**config.mk**
```make
export PLATFORM = sky130hd
export DESIGN_NAME = regfile_wb_arbiter
export DESIGN_NICKNAME = d
export VERILOG_FILES = /design/src/rtl/regfile_wb_arbiter.sv
export SDC_FILE = /design/constraint.sdc
export NUM_CORES = 1
export LEC_CHECK = 0
export BUFFER_PORTS_ARGS = -buffer_cell sky130_fd_sc_hd__clkbuf_2
export CORE_ASPECT_RATIO = 1.2
export CORE_MARGIN = 3
export CORE_UTILIZATION = 46
export CTS_CLUSTER_DIAMETER = 60
export CTS_CLUSTER_SIZE = 40
export DETAILED_ROUTE_END_ITERATION = 7
export PLACE_DENSITY = 0.82
export SETUP_SLACK_MARGIN = 0.05
export SLEW_MARGIN = 20
export SYNTH_ARGS = -nofsm -noshare
export SYNTH_HDL_FRONTEND = slang
export SYNTH_SLANG_ARGS = --single-unit
```
**constraint.sdc**
```tcl
create_clock -name clk -period 4.7 [get_ports clk]
set_input_delay 0.47 -clock clk [delete_from_list [all_inputs] [get_ports clk]]
set_output_delay 0.47 -clock clk [all_outputs]
set_load 0.01 [all_outputs]
```
**src/rtl/regfile_wb_arbiter.sv**
```systemverilog
// Register-file writeback arbiter: NREQ requesters, each with a one-entry
// holding buffer, share the single WE3/A3/WD3 write port round-robin.
// Writes to R15 are dropped (R15 belongs to the PC path) and flagged on err_r15.
// pending[] exposes every buffered or in-flight destination for decode stalls.
module regfile_wb_arbiter #(
    parameter int NREQ   = 3,
    parameter int DATA_W = 32,
    parameter int ADDR_W = 4
) (
    input  logic                     clk,
    input  logic                     rst,
    input  logic [NREQ-1:0]          req_valid,
    input  logic [NREQ*ADDR_W-1:0]   req_addr,
    input  logic [NREQ*DATA_W-1:0]   req_data,
    output logic [NREQ-1:0]          req_ready,
    output logic                     WE3,
    output logic [ADDR_W-1:0]        A3,
    output logic [DATA_W-1:0]        WD3,
    output logic [2**ADDR_W-1:0]     pending,
    output logic                     err_r15
);

    localparam int PTR_W = $clog2(NREQ);
    localparam logic [ADDR_W-1:0] PC_REG = ADDR_W'(15);

    logic [NREQ-1:0]   full_p0;
    logic [ADDR_W-1:0] buf_addr_p0 [NREQ];
    logic [DATA_W-1:0] buf_data_p0 [NREQ];
    logic [PTR_W-1:0]  ptr;

    logic [NREQ-1:0]   grant;
    logic              grant_any;
    logic [PTR_W-1:0]  grant_idx;
    logic [NREQ-1:0]   accept;
    logic [NREQ-1:0]   accept_pc;

    // Round-robin pick: first full buffer at or after ptr, wrapping at NREQ-1
    always_comb begin
        grant     = '0;
        grant_any = 1'b0;
        grant_idx = '0;
        for (int k = 0; k < NREQ; k++) begin
            int idx;
            idx = int'(ptr) + k;
            if (idx >= NREQ) idx = idx - NREQ;
            if (!grant_any && full_p0[idx]) begin
                grant_any  = 1'b1;
                grant_idx  = idx[PTR_W-1:0];
                grant[idx] = 1'b1;
            end
        end
    end

    // A buffer can take a new write when empty or when it is draining this cycle
    always_comb begin
        req_ready = '0;
        accept    = '0;
        accept_pc = '0;
        for (int i = 0; i < NREQ; i++) begin
            req_ready[i] = !full_p0[i] || grant[i];
            accept[i]    = req_valid[i] && req_ready[i];
            accept_pc[i] = accept[i] && (req_addr[i*ADDR_W +: ADDR_W] == PC_REG);
        end
    end

    // Control state: buffer occupancy, rr pointer, write port and R15 error pulse
    always_ff @(posedge clk or posedge rst) begin
        if (rst) begin
            full_p0 <= '0;
            ptr     <= '0;
            WE3     <= 1'b0;
            A3      <= '0;
            WD3     <= '0;
            err_r15 <= 1'b0;
        end else begin
            for (int i = 0; i < NREQ; i++) begin
                if (accept[i] && !accept_pc[i]) full_p0[i] <= 1'b1;
                else if (grant[i])              full_p0[i] <= 1'b0;
            end
            WE3 <= grant_any;
            if (grant_any) begin
                A3  <= buf_addr_p0[grant_idx];
                WD3 <= buf_data_p0[grant_idx];
                if (int'(grant_idx) == NREQ - 1) ptr <= '0;
                else                             ptr <= grant_idx + 1'b1;
            end
            err_r15 <= |accept_pc;
        end
    end

    // Buffer payload capture; contents are only meaningful while full_p0 is set
    always_ff @(posedge clk) begin
        for (int i = 0; i < NREQ; i++) begin
            if (accept[i] && !accept_pc[i]) begin
                buf_addr_p0[i] <= req_addr[i*ADDR_W +: ADDR_W];
                buf_data_p0[i] <= req_data[i*DATA_W +: DATA_W];
            end
        end
    end

    // Hazard mask: every buffered destination plus the write currently on the port
    always_comb begin
        pending = '0;
        for (int i = 0; i < NREQ; i++) begin
            if (full_p0[i]) pending[buf_addr_p0[i]] = 1'b1;
        end
        if (WE3) pending[A3] = 1'b1;
    end

endmodule

```
==> flow_metrics.py, run 1 <==
metrics = {
    "cells_and_area": {
        "fin_util_pct": 59.1,
        "nFillCells": 1088,
        "n_antenna_cell": 0,
        "final_cell_area_mm2": 0.00820,
        "final_layout_size_suffix_gt1_share_pct": 36.6,
        "nets": 774,
        "area_growth_syn_to_layout_pct": 25.5,
    },
    "clock_tree": {
        "tritoncts": "done",
        "postCtsHoldBufs": 0,
        "cts_made_buffers": 17,
        "root_buffer": "clkbuf_16",
        "post_cts_buffers": 0,
        "clock_latency_ps": 410,
        "htreeDepth": 4,
        "clk_path_buf_depth": 2,
        "ctsResizeCount": 0,
        "cts.sinks": 151,
        "clk_pin_slew_ps": 60,
    },
    "global_route": {
        "grt_overflow_total": 0,
        "track_usage_pct": 22.5,
        "grt_pass1_vias": 5112,
        "antenna_found_initial": 0,
        "grt_pass1_wl_um": 26800,
        "grt_max_degree": 44,
    },
    "logic_synthesis": {
        "syn_area_mm2": 0.00653,
        "synth_ff_type": "edfxtp_1",
        "synth-edff-count": 108,
        "yosysWarnings": 0,
        "synth_nets": 611,
        "ys_ff_latch": 151,
        "synthCells": 494,
        "yosysSeqAreaShare_pct": 66.1,
        "async_flop_share_pct": 28.5,
        "synth_cell_types": 52,
        "postSynthAreaPerCell_um2": 13.2,
    },
    "sta": {
        "fin_ws_ps": 1370,
        "slew_headroom_pct": 33.1,
        "fin_skew_ps": 8.05,
        "rsz0062_at_grt": "no",
        "min_period_ps": 3330,
        "fin_crit_sh_pct": 70.8,
        "max_freq_mhz": 300,
        "hold_violations": 0,
        "setup_viol": 0,
        "worst_pin_slew_ps": 1000,
        "maxSlewViolCount": 0,
        "setup-tns-final_ps": 0,
    },
    "floorplanning": {
        "die_y_um": 137,
        "core_mm2": 0.0139,
        "dieArea_mm2": 0.0157,
        "num_rows": 47,
        "fp.dieW_um": 115,
        "initial_core_util_pct": 47.1,
        "num_io_pins": 170,
    },
    "setup_path": {
        "crit_arrival_ps": 3610,
        "critPathKind": "reg2reg",
        "cp_data_required_time_ps": 4980,
        "crit_family": "simple AND/OR/NAND/NOR gates",
        "crit_slowest_cell": "and3_2",
        "cp-end-kind": "flip-flop",
        "cp_max_fo": 40,
        "reg2reg_to": "WD3[9]",
        "cpPeakStageDelay_ps": 750,
        "start_kind": "flip-flop",
        "path_buf_inv": 2,
        "r2r_start": "ptr[0]",
        "reg2reg_slack_ps": 1370,
        "cp_cell_sequence": "inv_1 -> ha_1 -> mux2_4 -> a22oi_2 -> and3_2 -> inv_2 -> nand4_1 -> nand3_1",
        "reg2reg_depth": 8,
    },
    "placement": {
        "dp_slack_ps": 1360,
        "dpl_cell_area_mm2": 0.00746,
        "numPortBuffers": 169,
        "place.gp.congestion": 0.972,
        "hpwl_um": 11700,
    },
    "drt": {
        "drc": 0,
        "first_pass_iters": 5,
        "drt_iter0_markers": 463,
        "via_per_inst": 5.95,
        "wl_per_cell_um": 20.7,
        "ant_nets": 0,
        "drt-total-wl_um": 17400,
        "via_count": 5007,
    },
    "hold_path": {
        "min_to": "buf_data_p0[1][25]",
        "hold_depth": 1,
        "worst_hold_path_type": "in2reg",
        "hold_path_startpoint": "req_data[57]",
    },
    "pwr": {
        "power_density_mw_per_mm2": 864,
        "peakVddDrop_v": 0.000467,
        "leakage_uw": 0.00327,
    },
    "run": {
        "maxCapViolations": 0,
    },
    "status": {
        "outcome": "complete, no violations",
    },
}
## Yosys cell counts (2+ instances only)
cell      count  area (um2)
o21a_1        2        15.0
o221ai_1      7        61.3
nor2_1        8        30.0
nor3_2       11         110
nand2b_1      9        56.3
dfrtp_1      43        1080
nand3_1      20         100
nor3b_1       2        15.0
or3b_2        2        17.5
ha_1          4        50.1
nor3_1       31         155
buf_2        12        60.1
o31ai_1      11        82.6
o22ai_1      11        68.8
mux2i_1       2        20.0
a21oi_1       5        25.0
o31ai_2      11         138
o21ai_0       3        15.0
nand4_1      19         119
o31a_1        2        17.5
a221o_1      11         110
o21ai_1      21         105
and3_1        3        18.8
a22oi_1       4        30.0
nand2_1      49         184
edfxtp_1    108        3240
nand3b_1      5        37.5
a32oi_1      19         166
buf_6         7        78.8
buf_4         7        52.6
inv_1        11        41.3
nor2b_1       9        56.3
clkbuf_1      5        18.8
or2_2         2        12.5
## layout make-up
| type | instances | area [um2] | area share [%] |
|---|---|---|---|
| sequential | 151 | 4320 | 52.7 |
| multi-input combinational | 299 | 2000 | 24.4 |
| timing repair buffer | 176 | 983 | 12.0 |
| clock buffer | 21 | 470 | 5.74 |
| tap | 171 | 214 | 2.61 |
| clock inverter | 11 | 171 | 2.09 |
| inverter | 12 | 45.0 | 0.549 |
## power by group
group	internal [uW]	switching [uW]
Combinational	1230	2050
Sequential	2060	300
Clock	932	519
Total	4220	2860
## cells by family after synthesis
kind of cell	Yosys count	share of synthesized area, %
and+or+nand+nor	176	14.6
DFF	151	66.1
AOI/OAI and AO/OA	116	14.0
buffers and inverters	44	3.96
adders and majority gates	4	0.766
muxes	3	0.536
## state kept, by name, summed over array words and instances, names as in the netlist
name and flops:
buf_data_p0 96, WD3 32, buf_addr_p0 12, A3 4, full_p0 3, ptr 2, WE3 1, err_r15 1
## worst max path at each step
stage               cells past startpoint                  to    from
global route                            8              WD3[6]  ptr[0]
finish                                  8              WD3[9]  ptr[0]
detailed placement                      7  buf_data_p0[1][21]  ptr[0]
floorplan                               8   buf_addr_p0[1][0]  ptr[0]
global placement                        7  buf_data_p0[1][23]  ptr[0]
CTS                                     7  buf_data_p0[1][10]  ptr[0]
## per-layer routing
| metal | up-vias | GRT usage (%) | part of all wire, % |
|---|---|---|---|
| met2 | 243 | 37.6 | 52 |
| met1 | 2459 | 27.1 | 38 |
| li1 | 2258 | - | - |
| met3 | 47 | 4.87 | 6.5 |
| met5 | - | 0 | 0 |
| met4 | 0 | 12.2 | 4.0 |
## cells in the final DEF (no fill, tap or decap), types with 3 or more instances in the layout
cell type / netlist / layout
clkinvlp_4: 0 / 5
buf_16: 0 / 3
o31ai_1: 11 / 11
edfxtp_1: 108 / 108
o22ai_1: 11 / 11
bufinv_16: 0 / 4
nor2b_4: 0 / 3
a21oi_1: 5 / 5
nand2_1: 49 / 49
nor3_2: 11 / 11
clkbuf_2: 0 / 169
a32oi_1: 19 / 19
o221ai_1: 7 / 7
o21ai_0: 3 / 3
dfrtp_1: 43 / 43
nand3_1: 20 / 20
a221o_1: 11 / 11
nor3_1: 31 / 31
nor2_1: 8 / 8
o31ai_2: 11 / 10
nor2b_1: 9 / 6
clkbuf_8: 0 / 3
clkbuf_16: 0 / 17
nand2b_1: 9 / 9
o21ai_1: 21 / 21
inv_1: 11 / 10
nand4_1: 19 / 19
a22oi_1: 4 / 4
nand3b_1: 5 / 5
ha_1: 4 / 4
## through the flow
step           hold slack, ps  power, uW  instances
2_1_floorplan             438       4680        494
3_5_place_dp              452       5530        805
6_report                  229       7090        841
3_3_place_gp              444       5360        804
4_1_cts                   216       7000        837
5_1_grt                   211       7520        841
No activity file was read; power rests on OpenSTA's default activity.
==> inputs of run 2 (changes only) <==
--- a/config.mk
+++ b/config.mk
@@ -5,6 +5,7 @@
 export SDC_FILE = /design/constraint.sdc
 export NUM_CORES = 1
 export LEC_CHECK = 0
+export ABC_AREA = 1
 export BUFFER_PORTS_ARGS = -buffer_cell sky130_fd_sc_hd__clkbuf_2
 export CORE_ASPECT_RATIO = 1.2
 export CORE_MARGIN = 3
==> constraint.sdc (replaced) <==
create_clock -name clk -period 3.5 [get_ports clk]
set_input_delay 0.35 -clock clk [delete_from_list [all_inputs] [get_ports clk]]
set_output_delay 0.35 -clock clk [all_outputs]
set_load 0.01 [all_outputs]
==> run 2 against run 1 <==
Effect of this change: critical path depth is 3 higher; synthesized area is 0.34% lower; core utilization is 0.42 points lower; worst setup slack worse by 860 ps; clock-buffer cell count is 1 lower; global-route usage is 0.31 points higher; cell count is 10% higher; die area is 0.33% lower; wire length hardly changed; maximum frequency is 11% higher; clock skew hardly changed.
==> flow_metrics.py, run 2 <==
metrics = {
    "status": {
        "outcome": "complete, no violations",
    },
    "cells_and_area": {
        "top_register": "buf_data_p0",
        "area_growth_syn_to_layout_pct": 24.5,
        "final_layout_size_suffix_gt1_share_pct": 33.8,
        "largestRegisters": "buf_data_p0 x96, WD3 x32, buf_addr_p0 x12",
        "largest_register_ff_count": 96,
        "layout_common_cells": "169 x clkbuf_2, 119 x nand3_1, 108 x edfxtp_1, 85 x nand2_1, 51 x inv_1",
        "multi_input_area_mm2": 0.00185,
        "fin_cells": 926,
        "nFillCells": 1085,
        "nets": 859,
        "n_antenna_cell": 0,
        "ff_latch_area_mm2": 0.00432,
        "layout_commonest_cell": "clkbuf_2",
    },
    "drt": {
        "wl_per_cell_um": 18.8,
        "via_per_inst": 5.56,
        "first_pass_iters": 6,
        "drc": 0,
        "ant_nets": 0,
        "drt-total-wl_um": 17400,
        "via_count": 5146,
        "drt_iter0_markers": 438,
    },
    "sta": {
        "rsz0062_at_grt": "no",
        "slew_headroom_pct": 41.9,
        "fin_crit_sh_pct": 85.4,
        "fin_skew_ps": 7.76,
        "max_freq_mhz": 335,
        "hold_violations": 0,
        "setup-tns-final_ps": 0,
        "worst_pin_slew_ps": 870,
        "setup_viol": 0,
        "min_period_ps": 2990,
        "maxSlewViolCount": 0,
    },
    "logic_synthesis": {
        "syn_area_mm2": 0.00651,
        "yosysTopAreaCellShare_pct": 49.8,
        "netlist.top_cell.by_area": "edfxtp_1",
        "synth-edff-count": 108,
        "synthCells": 570,
        "yosysSeqAreaShare_pct": 66.3,
        "postSynthAreaPerCell_um2": 11.4,
        "synth_common_cells": "119 x nand3_1, 108 x edfxtp_1, 85 x nand2_1",
        "ys_ff_latch": 151,
        "synth.most_common_cell": "nand3_1",
        "synth_ff_type": "edfxtp_1",
        "yosysWarnings": 0,
        "ys_top_cells_by_area": "edfxtp_1 50%, dfrtp_1 17%, nand3_1 9.1%",
        "synth_nets": 687,
        "async_flop_share_pct": 28.5,
        "synth_cell_types": 34,
    },
    "clock_tree": {
        "clk_path_buf_depth": 2,
        "cts.sinks": 151,
        "clk_pin_slew_ps": 60,
        "cts_made_buffers": 17,
        "postCtsHoldBufs": 0,
        "ctsResizeCount": 0,
        "post_cts_buffers": 0,
        "tritoncts": "done",
        "htreeDepth": 4,
        "clock_latency_ps": 420,
        "root_buffer": "clkbuf_16",
    },
    "run": {
        "maxCapViolations": 0,
    },
    "floorplanning": {
        "core_mm2": 0.0138,
        "fp.dieW_um": 115,
        "num_rows": 47,
        "num_io_pins": 170,
        "initial_core_util_pct": 47.1,
        "dieArea_mm2": 0.0156,
        "die_y_um": 136,
    },
    "pwr": {
        "peakVddDrop_v": 0.000697,
        "pwr-share-seq_pct": 32.1,
        "power_frac_clock_pct": 18.6,
        "p_comb_share_pct": 49.2,
        "p_int_uw": 5520,
        "p_switching_uw": 4370,
        "leakage_uw": 0.00360,
        "swShare_pct": 44.2,
        "power_density_mw_per_mm2": 1220,
    },
    "placement": {
        "place.gp.congestion": 0.898,
        "place_inst": 894,
        "hpwl_um": 11700,
        "numPortBuffers": 169,
    },
    "setup_path": {
        "crit_arrival_ps": 3110,
        "crit_family": "simple AND/OR/NAND/NOR gates",
        "cp_common_cell": "nand2_1",
        "cp_cell_sequence": "inv_1 -> ha_1 -> inv_2 -> nand2_1 -> nand2_1 -> nand2_2 -> nand3_1 -> o211ai_1 -> nand2_1 -> nor2_4 -> buf_12",
        "cp_data_required_time_ps": 3620,
        "crit_slowest_cell": "nor2_4",
        "start_kind": "flip-flop",
        "critPathKind": "reg2reg",
        "cp-end-kind": "flip-flop",
        "cpPeakStageDelay_ps": 490,
        "cp_max_fo": 19,
        "path_buf_inv": 3,
    },
    "global_route": {
        "antenna_found_initial": 0,
        "grt_pass1_wl_um": 26800,
        "grt_max_degree": 44,
        "track_usage_pct": 22.8,
        "grt_overflow_total": 0,
        "grt_pass1_vias": 5239,
    },
    "hold_path": {
        "worst_hold_path_type": "in2async",
    },
}
==> run 2: cell count changes after synthesis, moves of 18 or more <==
cell     before  now
o21ai_1      21    0
nor3_1       31    7
inv_1        11   52
a32oi_1      19    0
or2_2         2   20
nand2_1      49   85
nand3_1      20  119
==> run 2: worst paths after layout <==
check,from,end,slack [ps],cells past startpoint
max,ptr[0],buf_addr_p0[0][2],510,11
min,rst,WD3[24],70,2
max reg2reg,ptr[0],buf_addr_p0[0][2],510,11
min reg2reg,buf_data_p0[0][26],WD3[26],450,2
max in group asynchronous,rst,WD3[29],2920,2
min in group clk,req_data[71],buf_data_p0[2][7],100,1
==> run 2: cell type report <==
class | count | area share, %
clock inverter | 12 | 1.87
clock buffer | 20 | 5.51
timing repair buffer | 176 | 11.2
tap | 171 | 2.64
multi-input combinational | 340 | 22.9
inverter | 56 | 2.61
sequential | 151 | 53.3
==> run 2: cells by family after synthesis <==
logic type	Yosys count	synth area share, %
flip-flops	151	66.3
adder cells (fa/ha/maj)	4	0.769
buffers and inverters	79	5.53
AND/OR/NAND/NOR	266	19.4
AO/OA/AOI/OAI	70	7.97
==> run 2: power by group through the flow <==
stage / Clock, uW / Combinational (uW) / Sequential (uW)
after CTS: 1860 / 4890 / 3170
after global placement: 0 / 4700 / 3180
final: 1840 / 4870 / 3180
after detailed placement: 0 / 4830 / 3200
after floorplan: 0 / 3470 / 3190
after global routing: 1950 / 5440 / 3250
==> run 2: stage by stage <==
step	utilization [%]	power, uW	hold slack [ps]	area, um2	setup WS, ps
6_report	58.7	9890	71.0	8110	511
5_1_grt	58.7	10600	88.0	8110	360
4_1_cts	58.7	9930	91.4	8110	563
3_5_place_dp	54.3	8030	439	7510	605
3_3_place_gp	54.3	7880	432	7510	766
2_1_floorplan	-	6660	429	6520	463
==> run 2: metal layers <==
metal	track usage, %	wire length [um]	up-vias
li1	-	-	2363
met1	28.3	6720	2437
met2	37.9	8730	291
met3	4.90	1320	55
met4	10.7	633	0
met5	0	0	-
